## config.mk

```make
export PLATFORM = sky130hd
export DESIGN_NAME = aes128_axi_slv
export DESIGN_NICKNAME = d
export VERILOG_FILES = /design/src/rtl/aes128_axi_slv.sv
export SDC_FILE = /design/constraint.sdc
export NUM_CORES = 1
export LEC_CHECK = 0
export ABC_AREA = 0
export CAP_MARGIN = 20
export CORE_MARGIN = 4
export CORE_UTILIZATION = 48
export CTS_BUF_LIST = sky130_fd_sc_hd__clkbuf_8
export DETAILED_ROUTE_END_ITERATION = 16
export GPL_ROUTABILITY_DRIVEN = 0
export MAX_ROUTING_LAYER = met4
export PLACE_DENSITY = 0.78
export SYNTH_ARGS = -nofsm -noshare
export SYNTH_HDL_FRONTEND = slang
export SYNTH_SLANG_ARGS = --single-unit
```

## constraint.sdc

```tcl
create_clock -name ACLK -period 5.4 [get_ports ACLK]
set_input_delay 0.54 -clock ACLK [delete_from_list [all_inputs] [get_ports ACLK]]
set_output_delay 0.54 -clock ACLK [all_outputs]
set_load 0.01 [all_outputs]
```

## src/rtl/aes128_axi_slv.sv

```systemverilog
// AXI slave front-end for the AES-128 core.
// Maps AXI write and read bursts onto a 32-bit register bank, drives the core through a
// start/done handshake, and latches the core result so it can be read back.
// Register map (word index = addr[5:2]):
//   0-3 KEY, 4-7 TEXT_IN (word 0 = bits [127:96]), 8 CTRL {ENC, START},
//   9 STATUS {DONE, BUSY}, 12-15 TEXT_OUT (read-only); other offsets read 0.
// Ports:
//   ACLK, ARESET        clock and synchronous active-high reset
//   AW*/W*/B*           AXI write address, data and response channels
//   AR*/R*              AXI read address and data channels
//   CORE_KEY/TEXT/ENC   operands held steady for the core
//   CORE_START          one-cycle start pulse to the core
//   CORE_DONE/RESULT    completion pulse and result from the core
module aes128_axi_slv #(
  parameter int unsigned AXI_WIDTH_CID = 4,
  parameter int unsigned AXI_WIDTH_ID  = 4,
  parameter int unsigned AXI_WIDTH_SID = AXI_WIDTH_CID + AXI_WIDTH_ID,
  parameter int unsigned AXI_WIDTH_AD  = 32,
  parameter int unsigned AXI_WIDTH_DA  = 32
) (
  input  logic                     ACLK,
  input  logic                     ARESET,
  input  logic [AXI_WIDTH_SID-1:0] AWID,
  input  logic [AXI_WIDTH_AD-1:0]  AWADDR,
  input  logic [3:0]               AWLEN,
  input  logic [2:0]               AWSIZE,
  input  logic [1:0]               AWBURST,
  input  logic                     AWVALID,
  output logic                     AWREADY,
  input  logic [AXI_WIDTH_SID-1:0] WID,
  input  logic [31:0]              WDATA,
  input  logic [3:0]               WSTRB,
  input  logic                     WLAST,
  input  logic                     WVALID,
  output logic                     WREADY,
  output logic [AXI_WIDTH_SID-1:0] BID,
  output logic [1:0]               BRESP,
  output logic                     BVALID,
  input  logic                     BREADY,
  input  logic [AXI_WIDTH_SID-1:0] ARID,
  input  logic [AXI_WIDTH_AD-1:0]  ARADDR,
  input  logic [3:0]               ARLEN,
  input  logic [2:0]               ARSIZE,
  input  logic [1:0]               ARBURST,
  input  logic                     ARVALID,
  output logic                     ARREADY,
  output logic [AXI_WIDTH_SID-1:0] RID,
  output logic [31:0]              RDATA,
  output logic [1:0]               RRESP,
  output logic                     RLAST,
  output logic                     RVALID,
  input  logic                     RREADY,
  output logic [127:0]             CORE_KEY,
  output logic [127:0]             CORE_TEXT,
  output logic                     CORE_ENC,
  output logic                     CORE_START,
  input  logic                     CORE_DONE,
  input  logic [127:0]             CORE_RESULT
);

  localparam logic [1:0] RespOkay   = 2'b00;
  localparam logic [1:0] RespSlverr = 2'b10;
  localparam logic [3:0] IdxCtrl    = 4'h8;
  localparam logic [3:0] IdxStatus  = 4'h9;

  typedef enum logic [1:0] {StWIdle, StWData, StWResp} wstate_e;
  typedef enum logic       {StRIdle, StRData} rstate_e;

  // Register bank
  logic [31:0] key_q  [4];
  logic [31:0] text_q [4];
  logic [31:0] tout_q [4];
  logic        enc_q, busy_q, done_q, core_start_q;

  // Write channel state
  wstate_e                  wstate_q;
  logic [3:0]               widx_q, wlen_q, wcnt_q;
  logic                     wfixed_q, werr_q;
  logic                     awready_q, wready_q, bvalid_q;
  logic [AXI_WIDTH_SID-1:0] bid_q;
  logic [1:0]               bresp_q;

  // Read channel state
  rstate_e                  rstate_q;
  logic [3:0]               ridx_q, rlen_q, rcnt_q;
  logic                     rfixed_q;
  logic                     arready_q, rvalid_q, rlast_q;
  logic [AXI_WIDTH_SID-1:0] rid_q;
  logic [1:0]               rresp_q;
  logic [31:0]              rdata_q;

  function automatic logic [31:0] reg_word(input logic [3:0] idx);
    logic [31:0] w;
    w = '0;
    case (idx)
      4'h0, 4'h1, 4'h2, 4'h3: w = key_q[idx[1:0]];
      4'h4, 4'h5, 4'h6, 4'h7: w = text_q[idx[1:0]];
      IdxCtrl:                w = {30'd0, enc_q, 1'b0};
      IdxStatus:              w = {30'd0, done_q, busy_q};
      4'hc, 4'hd, 4'he, 4'hf: w = tout_q[idx[1:0]];
      default:                w = '0;
    endcase
    return w;
  endfunction

  logic [31:0] wmask;
  logic        wbeat, wlast_exp, wlast_bad, wblock, wen;
  logic [3:0]  wnext_idx, rnext_idx;

  always_comb begin
    wmask     = {{8{WSTRB[3]}}, {8{WSTRB[2]}}, {8{WSTRB[1]}}, {8{WSTRB[0]}}};
    wbeat     = WVALID && wready_q;
    wlast_exp = (wcnt_q == wlen_q);
    wlast_bad = (WLAST != wlast_exp);
    // Operands and START are locked while the core is running.
    wblock    = busy_q && ((widx_q < 4'd8) ||
                           (widx_q == IdxCtrl && WSTRB[0] && WDATA[0]));
    wen       = wbeat && !werr_q && !wblock && !wlast_bad;
    wnext_idx = wfixed_q ? widx_q : widx_q + 4'd1;
    rnext_idx = rfixed_q ? ridx_q : ridx_q + 4'd1;
  end

  // Write FSM, register bank and core handshake
  always_ff @(posedge ACLK) begin
    if (ARESET) begin
      wstate_q     <= StWIdle;
      widx_q       <= '0;
      wlen_q       <= '0;
      wcnt_q       <= '0;
      wfixed_q     <= 1'b0;
      werr_q       <= 1'b0;
      awready_q    <= 1'b0;
      wready_q     <= 1'b0;
      bvalid_q     <= 1'b0;
      bid_q        <= '0;
      bresp_q      <= RespOkay;
      enc_q        <= 1'b0;
      busy_q       <= 1'b0;
      done_q       <= 1'b0;
      core_start_q <= 1'b0;
      for (int i = 0; i < 4; i++) begin
        key_q[i]  <= '0;
        text_q[i] <= '0;
        tout_q[i] <= '0;
      end
    end else begin
      core_start_q <= 1'b0;
      unique case (wstate_q)
        StWIdle: begin
          if (AWVALID && awready_q) begin
            awready_q <= 1'b0;
            wready_q  <= 1'b1;
            widx_q    <= AWADDR[5:2];
            wlen_q    <= AWLEN;
            wcnt_q    <= '0;
            wfixed_q  <= (AWBURST == 2'b00);
            werr_q    <= (AWSIZE != 3'd2) || AWBURST[1];
            bid_q     <= AWID;
            wstate_q  <= StWData;
          end else begin
            awready_q <= 1'b1;
          end
        end
        StWData: begin
          if (wbeat) begin
            if (wblock || wlast_bad) werr_q <= 1'b1;
            widx_q <= wnext_idx;
            wcnt_q <= wcnt_q + 4'd1;
            // The beat count alone ends the burst; WLAST only affects the response.
            if (wlast_exp) begin
              wready_q <= 1'b0;
              bvalid_q <= 1'b1;
              bresp_q  <= (werr_q || wblock || wlast_bad) ? RespSlverr : RespOkay;
              wstate_q <= StWResp;
            end
          end
        end
        StWResp: begin
          if (BREADY) begin
            bvalid_q  <= 1'b0;
            awready_q <= 1'b1;
            wstate_q  <= StWIdle;
          end
        end
        default: wstate_q <= StWIdle;
      endcase

      if (wen) begin
        if (widx_q < 4'd4) begin
          key_q[widx_q[1:0]] <= (key_q[widx_q[1:0]] & ~wmask) | (WDATA & wmask);
        end else if (widx_q < 4'd8) begin
          text_q[widx_q[1:0]] <= (text_q[widx_q[1:0]] & ~wmask) | (WDATA & wmask);
        end else if (widx_q == IdxCtrl) begin
          if (WSTRB[0]) begin
            enc_q <= WDATA[1];
            if (WDATA[0]) begin
              core_start_q <= 1'b1;
              busy_q       <= 1'b1;
              done_q       <= 1'b0;
            end
          end
        end else if (widx_q == IdxStatus) begin
          if (WSTRB[0] && WDATA[1]) done_q <= 1'b0;
        end
      end

      // Placed last so a coincident DONE write-1-clear loses to completion.
      if (CORE_DONE && busy_q) begin
        tout_q[0] <= CORE_RESULT[127:96];
        tout_q[1] <= CORE_RESULT[95:64];
        tout_q[2] <= CORE_RESULT[63:32];
        tout_q[3] <= CORE_RESULT[31:0];
        done_q    <= 1'b1;
        busy_q    <= 1'b0;
      end
    end
  end

  // Read FSM; RDATA is sampled from the bank, so it reflects pre-update values.
  always_ff @(posedge ACLK) begin
    if (ARESET) begin
      rstate_q  <= StRIdle;
      ridx_q    <= '0;
      rlen_q    <= '0;
      rcnt_q    <= '0;
      rfixed_q  <= 1'b0;
      arready_q <= 1'b0;
      rvalid_q  <= 1'b0;
      rlast_q   <= 1'b0;
      rid_q     <= '0;
      rresp_q   <= RespOkay;
      rdata_q   <= '0;
    end else begin
      unique case (rstate_q)
        StRIdle: begin
          if (ARVALID && arready_q) begin
            arready_q <= 1'b0;
            ridx_q    <= ARADDR[5:2];
            rlen_q    <= ARLEN;
            rcnt_q    <= '0;
            rfixed_q  <= (ARBURST == 2'b00);
            rid_q     <= ARID;
            rresp_q   <= ((ARSIZE != 3'd2) || ARBURST[1]) ? RespSlverr : RespOkay;
            rdata_q   <= reg_word(ARADDR[5:2]);
            rvalid_q  <= 1'b1;
            rlast_q   <= (ARLEN == 4'd0);
            rstate_q  <= StRData;
          end else begin
            arready_q <= 1'b1;
          end
        end
        StRData: begin
          if (RREADY) begin
            if (rlast_q) begin
              rvalid_q  <= 1'b0;
              rlast_q   <= 1'b0;
              arready_q <= 1'b1;
              rstate_q  <= StRIdle;
            end else begin
              ridx_q  <= rnext_idx;
              rcnt_q  <= rcnt_q + 4'd1;
              rdata_q <= reg_word(rnext_idx);
              rlast_q <= ((rcnt_q + 4'd1) == rlen_q);
            end
          end
        end
        default: rstate_q <= StRIdle;
      endcase
    end
  end

  assign AWREADY    = awready_q;
  assign WREADY     = wready_q;
  assign BVALID     = bvalid_q;
  assign BID        = bid_q;
  assign BRESP      = bresp_q;
  assign ARREADY    = arready_q;
  assign RVALID     = rvalid_q;
  assign RLAST      = rlast_q;
  assign RID        = rid_q;
  assign RRESP      = rresp_q;
  assign RDATA      = rdata_q;
  assign CORE_KEY   = {key_q[0], key_q[1], key_q[2], key_q[3]};
  assign CORE_TEXT  = {text_q[0], text_q[1], text_q[2], text_q[3]};
  assign CORE_ENC   = enc_q;
  assign CORE_START = core_start_q;

  // Address bits outside the 64-byte window and the write-data ID carry no meaning here.
  logic unused;
  assign unused = ^{WID, AWADDR[AXI_WIDTH_AD-1:6], AWADDR[1:0],
                    ARADDR[AXI_WIDTH_AD-1:6], ARADDR[1:0]};

endmodule

```

Word-level counts from Yosys, hierarchy flattened
Memory sizes are Yosys's and may differ from the RTL's. A register that Yosys moved wholly into a read port is not among the register bits.
Index checks and enable logic that the tools add are counted.
{ "totals": {"regBits": 92, "ram_bits": 384, "in_bits": 279, "out_inout_bits": 316, "word_cells": 257, "memories": 3} }
{ "op_classes": {"n_addsub": 4, "order_cmp": 2, "n_eq_ne": 49, "mux": 98, "bitwise_logic": 16, "reduce_logical": 59} }
{ "mem_list": {"columns": ["memory", "words", "width", "rd", "rd_ports_with_merged_regs", "write_ports", "line_no", "rtl"], "rows": [
  ["key_q", 4, 32, 7, 1, 4, "70", "logic [31:0] key_q [4];"],
  ["text_q", 4, 32, 7, 1, 4, "71", "logic [31:0] text_q [4];"],
  ["tout_q", 4, 32, 2, 0, 4, "72", "logic [31:0] tout_q [4];"]
]} }
{ "op_table": {"columns": ["op", "count"], "rows": [
  ["$pmux 32 s5", 2],
  ["$mux 32", 9],
  ["$and 32x32->32", 3],
  ["$or 32x32->32", 2],
  ["$pmux 32 s2", 1],
  ["$reduce_or 32->1", 2],
  ["$eq 4x4->1 const B", 14],
  ["$mux 1", 49],
  ["$mux 4", 12],
  ["$eq 4x3->1 const B", 8],
  ["$not 32->32", 1],
  ["$pmux 4 s2", 4],
  ["$mux 2", 12],
  ["$reduce_or 4->1", 6],
  ["$reduce_and 4->1", 5],
  ["$ne 2x2->1 const B", 9],
  ["$add 4x1->4 const B", 4],
  ["$eq 4x2->1 const B", 4],
  ["$pmux 1 s2", 8],
  ["$logic_not 4->1", 3],
  ["$ne 3x2->1 const B", 4],
  ["$reduce_and 3->1", 4],
  ["$logic_and 1x1->1", 11],
  ["$reduce_and 2->1", 5],
  ["other kinds (21)", 46]
]} }

Depth between registers and ports, before layout
Gate-level depths: netlist of the first run.
{ "logic_depth": {"word_depth": 13, "ltp_mapped": 10, "mapped_depth_nobuf": 8} }

Worst setup path after synthesis of the first run
No wires, ideal clock.
{ "synth_timing": {"kind": "input port to flip-flop", "startpoint": "in ARESET", "endpoint": "mem tout_q[0][0] (enable)", "t_arrival_ns": 3.927, "setup_slack_ns": 0.963, "stages": 2, "path_buffers": 1, "cell_sequence": "clkbuf_1 nand2b_1"} }
{ "synth_rtl": {"columns": ["element", "line_no", "rtl"], "rows": [
  ["start, declared", "22", "input logic ARESET,"],
  ["end, declared", "72", null]
]} }

==> results.tsv, run 1 <==
stage	metric	value	unit
status	status	complete, no violations	
sta	max_freq	267	MHz
pwr	p_per_area	267	nW/um2
layout	drive_gt1_share	16.4	%
die	fp.dieH	243	um
critical_path	cp_top_family	compound AO/OA/AOI/OAI gates	
layout	multi_input_area	12000	um2
critical_path	crit_type	reg -> reg	
synthesis	synth_edf_count	384	
sta	period_minus_slack	3740	ps
critical_path	max_stage_delay	770	ps
synthesis	synthCells	2172	
grt	grt_pass1_vias	22200	
grt	antenna_found_initial	2	
synthesis	synth-main-ff-cell	edfxtp_1	
clock_tree	clockBufferDepth	3	
place	port_buffers	528	
clock_tree	cts-root-buf	clkbuf_8	
sta	setup_tns	0	ps
synthesis	avgSynthCellArea	12.2	um2
route	vias	21800	
layout	syn2layout_area_growth	27.5	%
synthesis	synth_seq_cells	476	
synthesis	async_reset_ff_share	0	%
synthesis	ys_seq_area_share	50.5	%
sta	hold_viol	0	
critical_path	startpoint_type	flip-flop	
critical_path	end_kind	flip-flop	
critical_path	arrival	4060	ps
route	first_pass_iters	5	
die	dieWidth	243	um
flow_run	drv_cap	0	
critical_path	crit_chain	clkinv_1, ha_1, nand4b_1, a21boi_1, nor3_2, nand2_1, o21bai_4, buf_4	
grt	grt_first_pass_wirelength	144	mm
route	drt_iter0_drc	2677	
layout	register_area	13400	um2
clock_tree	cts_hold_buffers	0	
grt	overflow	0	
layout	final_util	62.2	%
synthesis	synth_warnings	0	
critical_path	critPathMaxFanout	19	
sta	worst-slew-pin-transition	1190	ps
clock_tree	clkSlewWorstSetupHoldPaths	60	ps
sta	setup_viol	0	
pwr	p_leak	0.0121	uW
clock_tree	cts_sinks	476	
grt	grt_max_degree	129	
sta	slew_violations	0	
sta	finClkSkew	29.0	ps
worst_hold_path	hold_class	in -> reg	
critical_path	slowest_stage	o21bai_4	
clock_tree	cts_htree_levels	3	
route	via_per_inst	6.40	
layout	nNetsFinal	2928	
synthesis	ys_types	69	
critical_path	required	5720	ps
sta	slew_headroom	20.5	%
die	dieArea	59000	um2
synthesis	netlist_area	26500	um2
clock_tree	cts_resized	0	
die	io_pins	595	
route	wl_per_cell	29.3	um
clock_tree	cts_made_buffers	82	
die	design.core.area	54200	um2
clock_tree	cts_tree	yes	
route	wirelength	99.7	mm
die	rows	85	
sta	rsz0062_at_grt	false	
route	detail-route-antenna-nets	0	
die	start_util	48.8	%
sta	period_share	69.3	%
layout	fillerInstances	4141	
clock_tree	cts_setup_buffers	0	
clock_tree	clock_latency	680	ps
pwr	peakVddDrop	0.000178	V
grt	grt.total_usage	33.8	%
critical_path	path_buf_inv	2	
place	dp_hpwl	66.5	mm
route	drc	0	
==> synthesized netlist by cell type, drive strengths merged, types with 3 or more instances <==
library cell  number  area share (%)
o21ai             64             1.2
nand2            254             3.6
and3b              3           0.099
nand4              5            0.20
nand3             47            0.91
a311oi            34             1.1
o21a               3           0.085
a21o              31            0.88
o221ai            29            0.96
a32oi             30            0.99
buf               89             1.9
clkbuf            97             1.4
mux2i             15            0.57
mux2              22            0.94
xnor2             11            0.39
nor3              24            0.47
ha                 6            0.28
o31ai              5            0.14
a22oi             10            0.28
mux4             231              20
nand2b            54             1.3
nor4               3            0.15
dfxtp             92             7.0
edfxtp           384              44
inv               82             1.2
xor2               5            0.22
a21oi             59             1.1
a221oi            25            0.83
a41o               3            0.11
o22ai             29            0.69
nor2b              7            0.17
and2             129             3.0
nor2             261             3.7
==> path summary, 6_finish.rpt <==
check / from / end / slack [ps] / cells after the start
max: widx_q[0] / key_q[2][13] / 1660 / 8
min reg2reg: BID[1] / BID[1] / 460 / 2
max reg2reg: widx_q[0] / key_q[2][13] / 1660 / 8
min: ARESET / ridx_q[0] / 250 / 2
==> where the power goes <==
group | total, uW | internal (uW) | switching, uW | leakage (uW)
Clock | 3020 | 1500 | 1520 | 0.000891
Sequential | 4300 | 4110 | 188 | 0.00472
Combinational | 1700 | 811 | 892 | 0.00645
Total | 9020 | 6430 | 2600 | 0.0121
==> final cells by class <==
cell class / instances / share of cell area (%)
well taps: 696 / 2.58
clock inverters: 61 / 0.775
multi-input cells: 1428 / 35.6
flip-flops and latches: 476 / 39.7
repair buffers: 572 / 16.8
clock buffers: 88 / 3.59
diodes: 3 / 0.0222
inverters: 83 / 0.923
==> cell usage in the layout (no fill, tap or decap), types with 4 or more instances in the layout <==
master           synthesis  layout
a32oi_1                 30      30
mux2_2                  22      22
nand3_1                 46      45
nand2b_2                 0       5
a22oi_1                 10      10
o221ai_1                29      29
buf_4                   20      40
clkbuf_8                 0      88
a311oi_1                34      34
edfxtp_1               384     384
and2_1                 128     128
nor2b_1                  7       7
nand2_1                254     251
o31ai_1                  5       5
mux2i_1                 15      15
a21o_1                  31      31
nor2_2                   5       7
buf_12                   0       4
inv_1                   82     120
clkinv_1                 1      12
dfxtp_1                 92      89
o21ai_0                 64      64
mux4_2                 231     231
nand2b_1                54      48
ha_1                     6       6
clkdlybuf4s50_1          0     524
nor3_1                  23      23
a221oi_1                25      25
clkinv_2                 0       7
xnor2_1                 10       9
nor2_1                 256     252
o22ai_1                 29      29
a21oi_1                 59      57
==> cells by family after synthesis <==
group                    synth area share, %
AO/OA/AOI/OAI                           8.85
XOR/XNOR                               0.615
adder cells (fa/ha/maj)                0.284
buffers and inverters                   4.50
flip-flops                              50.5
multiplexers                            21.2
other                                 0.0142
AND/OR/NAND/NOR                         14.1
==> sequential cells by signal, indices dropped and copies added (netlist names), 2 cells and up, named ones only <==
| signal | count |
|---|---|
| RID | 8 |
| key_q | 128 |
| text_q | 128 |
| wlen_q | 4 |
| rcnt_q | 4 |
| wcnt_q | 4 |
| ridx_q | 4 |
| rlen_q | 4 |
| tout_q | 128 |
| widx_q | 4 |
| wstate_q | 2 |
| RDATA | 32 |
| BID | 8 |
==> through the flow <==
step	setup WS (ps)	instance area, um2	total power [uW]	cells	hold WS (ps)
2_1_floorplan	963	26500	5250	2173	448
3_3_place_gp	1600	32200	6010	3252	441
3_5_place_dp	1520	32200	6050	3253	448
4_1_cts	1750	33700	9040	3402	171
5_1_grt	1550	33700	9320	3405	238
6_report	1660	33700	9020	3407	246
==> routing by layer <==
layer / track usage (%) / wire (um) / vias to the layer above / share of wire, %
li1: - / - / 9161 / -
met1: 40.2 / 34500 / 10700 / 35
met2: 53.3 / 47400 / 1611 / 48
met3: 8.45 / 11400 / 302 / 11
met4: 18.6 / 6450 / 0 / 6.5
met5: - / 0 / - / 0
(Power assumes the default switching activity.)
==> run 2, diff against run 1 <==
==> constraint.sdc (replaced) <==
create_clock -name ACLK -period 3.51 [get_ports ACLK]
set_input_delay 0.351 -clock ACLK [delete_from_list [all_inputs] [get_ports ACLK]]
set_output_delay 0.351 -clock ACLK [all_outputs]
set_load 0.01 [all_outputs]
==> run 2 against run 1 <==
  * Clock-buffer cell count grew 5
  * Global-route usage rose by 0.052 points
  * Register-to-register slack worse by 1200 ps
  * Sequential cell count did not move
  * Final area rose by 1.6%
  * Worst setup slack lost 1200 ps
==> results.tsv, run 2 (synthesis results as in run 1) <==
stage	metric	value	unit
sta	finClkSkew	25.9	ps
sta	max_freq	325	MHz
clock_tree	cts_made_buffers	83	
pwr	peakVddDrop	0.000276	V
sta	slew_headroom	26.5	%
route	drc	0	
critical_path	timing.rr.end	key_q[2][19]	
clock_tree	cts_htree_levels	3	
die	design.core.area	54200	um2
clock_tree	cts_resized	0	
critical_path	crit_type	reg -> reg	
critical_path	worst-path-stages	8	
die	io_pins	595	
layout	final_common_cell	clkdlybuf4s50_1	
critical_path	regToRegStartpoint	widx_q[0]	
sta	slew_violations	0	
sta	period_share	87.6	%
sta	rsz0062_at_grt	false	
clock_tree	cts_setup_buffers	0	
critical_path	slowest_stage	dfxtp_1	
die	fp.dieH	243	um
pwr	p_leak	0.0123	uW
sta	setup_tns	0	ps
place	port_buffers	528	
layout	layout_common_cells	524 x clkdlybuf4s50_1, 384 x edfxtp_1, 252 x nor2_1	
die	dieWidth	243	um
clock_tree	cts-root-buf	clkbuf_8	
clock_tree	clockBufferDepth	3	
grt	overflow	0	
critical_path	crit_chain	clkinv_1, ha_1, nand4b_1, a21boi_1, nor3_2, nand2_1, o21bai_4, buf_12	
sta	hold_viol	0	
sta	worst-slew-pin-transition	1100	ps
route	drt_iter0_drc	2588	
critical_path	path_buf_inv	2	
grt	grt_pass1_vias	22600	
clock_tree	clkSlewWorstSetupHoldPaths	70	ps
critical_path	end_kind	flip-flop	
route	wl_per_cell	29.0	um
critical_path	arrival	3400	ps
grt	grt_first_pass_wirelength	145	mm
critical_path	max_stage_delay	440	ps
grt	antenna_found_initial	3	
die	dieArea	59000	um2
worst_hold_path	hp-start	ARESET	
critical_path	required	3830	ps
flow_run	drv_cap	0	
grt	grt_max_degree	70	
critical_path	crit_end	key_q[2][19]	
sta	period_minus_slack	3070	ps
sta	whs	138	ps
die	rows	85	
clock_tree	cts_hold_buffers	0	
critical_path	reg2reg_depth	8	
critical_path	startpoint_type	flip-flop	
route	via_per_inst	6.45	
route	detail-route-antenna-nets	0	
clock_tree	cts_tree	yes	
layout	nNetsFinal	2963	
route	wirelength	99.9	mm
sta	setup_viol	0	
route	first_pass_iters	6	
place	dp_hpwl	68.5	mm
critical_path	cp_top_family	simple AND/OR/NAND/NOR gates	
worst_hold_path	hold_class	in -> reg	
clock_tree	cts_sinks	476	
critical_path	critPathLaunch	widx_q[0]	
critical_path	critPathMaxFanout	32	
route	vias	22200	
pwr	p_per_area	418	nW/um2
layout	drive_gt1_share	17.7	%
die	start_util	48.8	%
layout	syn2layout_area_growth	29.6	%
grt	grt.total_usage	33.9	%
status	status	complete, no violations	
pwr	p_total	14300	uW
layout	top_regs	key_q: 128 flops, text_q: 128 flops, tout_q: 128 flops	
clock_tree	clock_latency	670	ps
critical_path	worst-r2r-setup-slack	440	ps
-- run 2: how the worst min path moves through the flow --
stage	to	slack, ps	depth (start not counted)
2_1_floorplan	rlen_q[0]	450	2
3_5_place_dp	BID[1]	450	2
6_report	WREADY	140	2
4_1_cts	wcnt_q[0]	90	2
5_1_grt	WREADY	120	2
3_3_place_gp	BID[1]	440	2
-- run 2: cell type report --
cell class / instances / area (um2)
clock inverter: 58 / 335
clock buffer: 93 / 1280
fill: 4058 / 19900
inverter: 83 / 312
tap: 696 / 871
antenna: 2 / 5.00
sequential: 476 / 13400
multi-input combinational: 1428 / 12000
timing repair buffer: 606 / 6090
-- run 2: worst register-to-register path, stage by stage (launching register included) --
cell	delay, ps
dfxtp_1	440
clkinv_1	320
ha_1	400
nand4b_1	160
a21boi_1	190
nor3_2	350
nand2_1	300
o21bai_4	230
buf_12	310
-- run 2: power breakdown --
group | internal [uW] | switching (uW) | total (uW)
clock network | 2660 | 2390 | 5050
registers | 6320 | 269 | 6590
logic | 1300 | 1410 | 2710
-- run 2: metal layers --
layer  global-route usage, %  vias to the layer above  wire, um
met2                    50.9                     1741     46300
met5                       -                        -         0
met1                    40.1                    10800     33300
met4                    23.4                        0      8450
li1                        -                     9241         -
met3                    8.94                      395     11900
-- run 2: stage by stage --
stage / setup slack (ps) / instances / util (%) / instance area, um2
2_1_floorplan: 525 / 2173 / - / 26500
3_3_place_gp: 637 / 3289 / 60.2 / 32700
3_5_place_dp: 531 / 3289 / 60.2 / 32700
4_1_cts: 509 / 3440 / 63.2 / 34300
5_1_grt: 274 / 3442 / 63.2 / 34300
6_report: 436 / 3442 / 63.2 / 34300
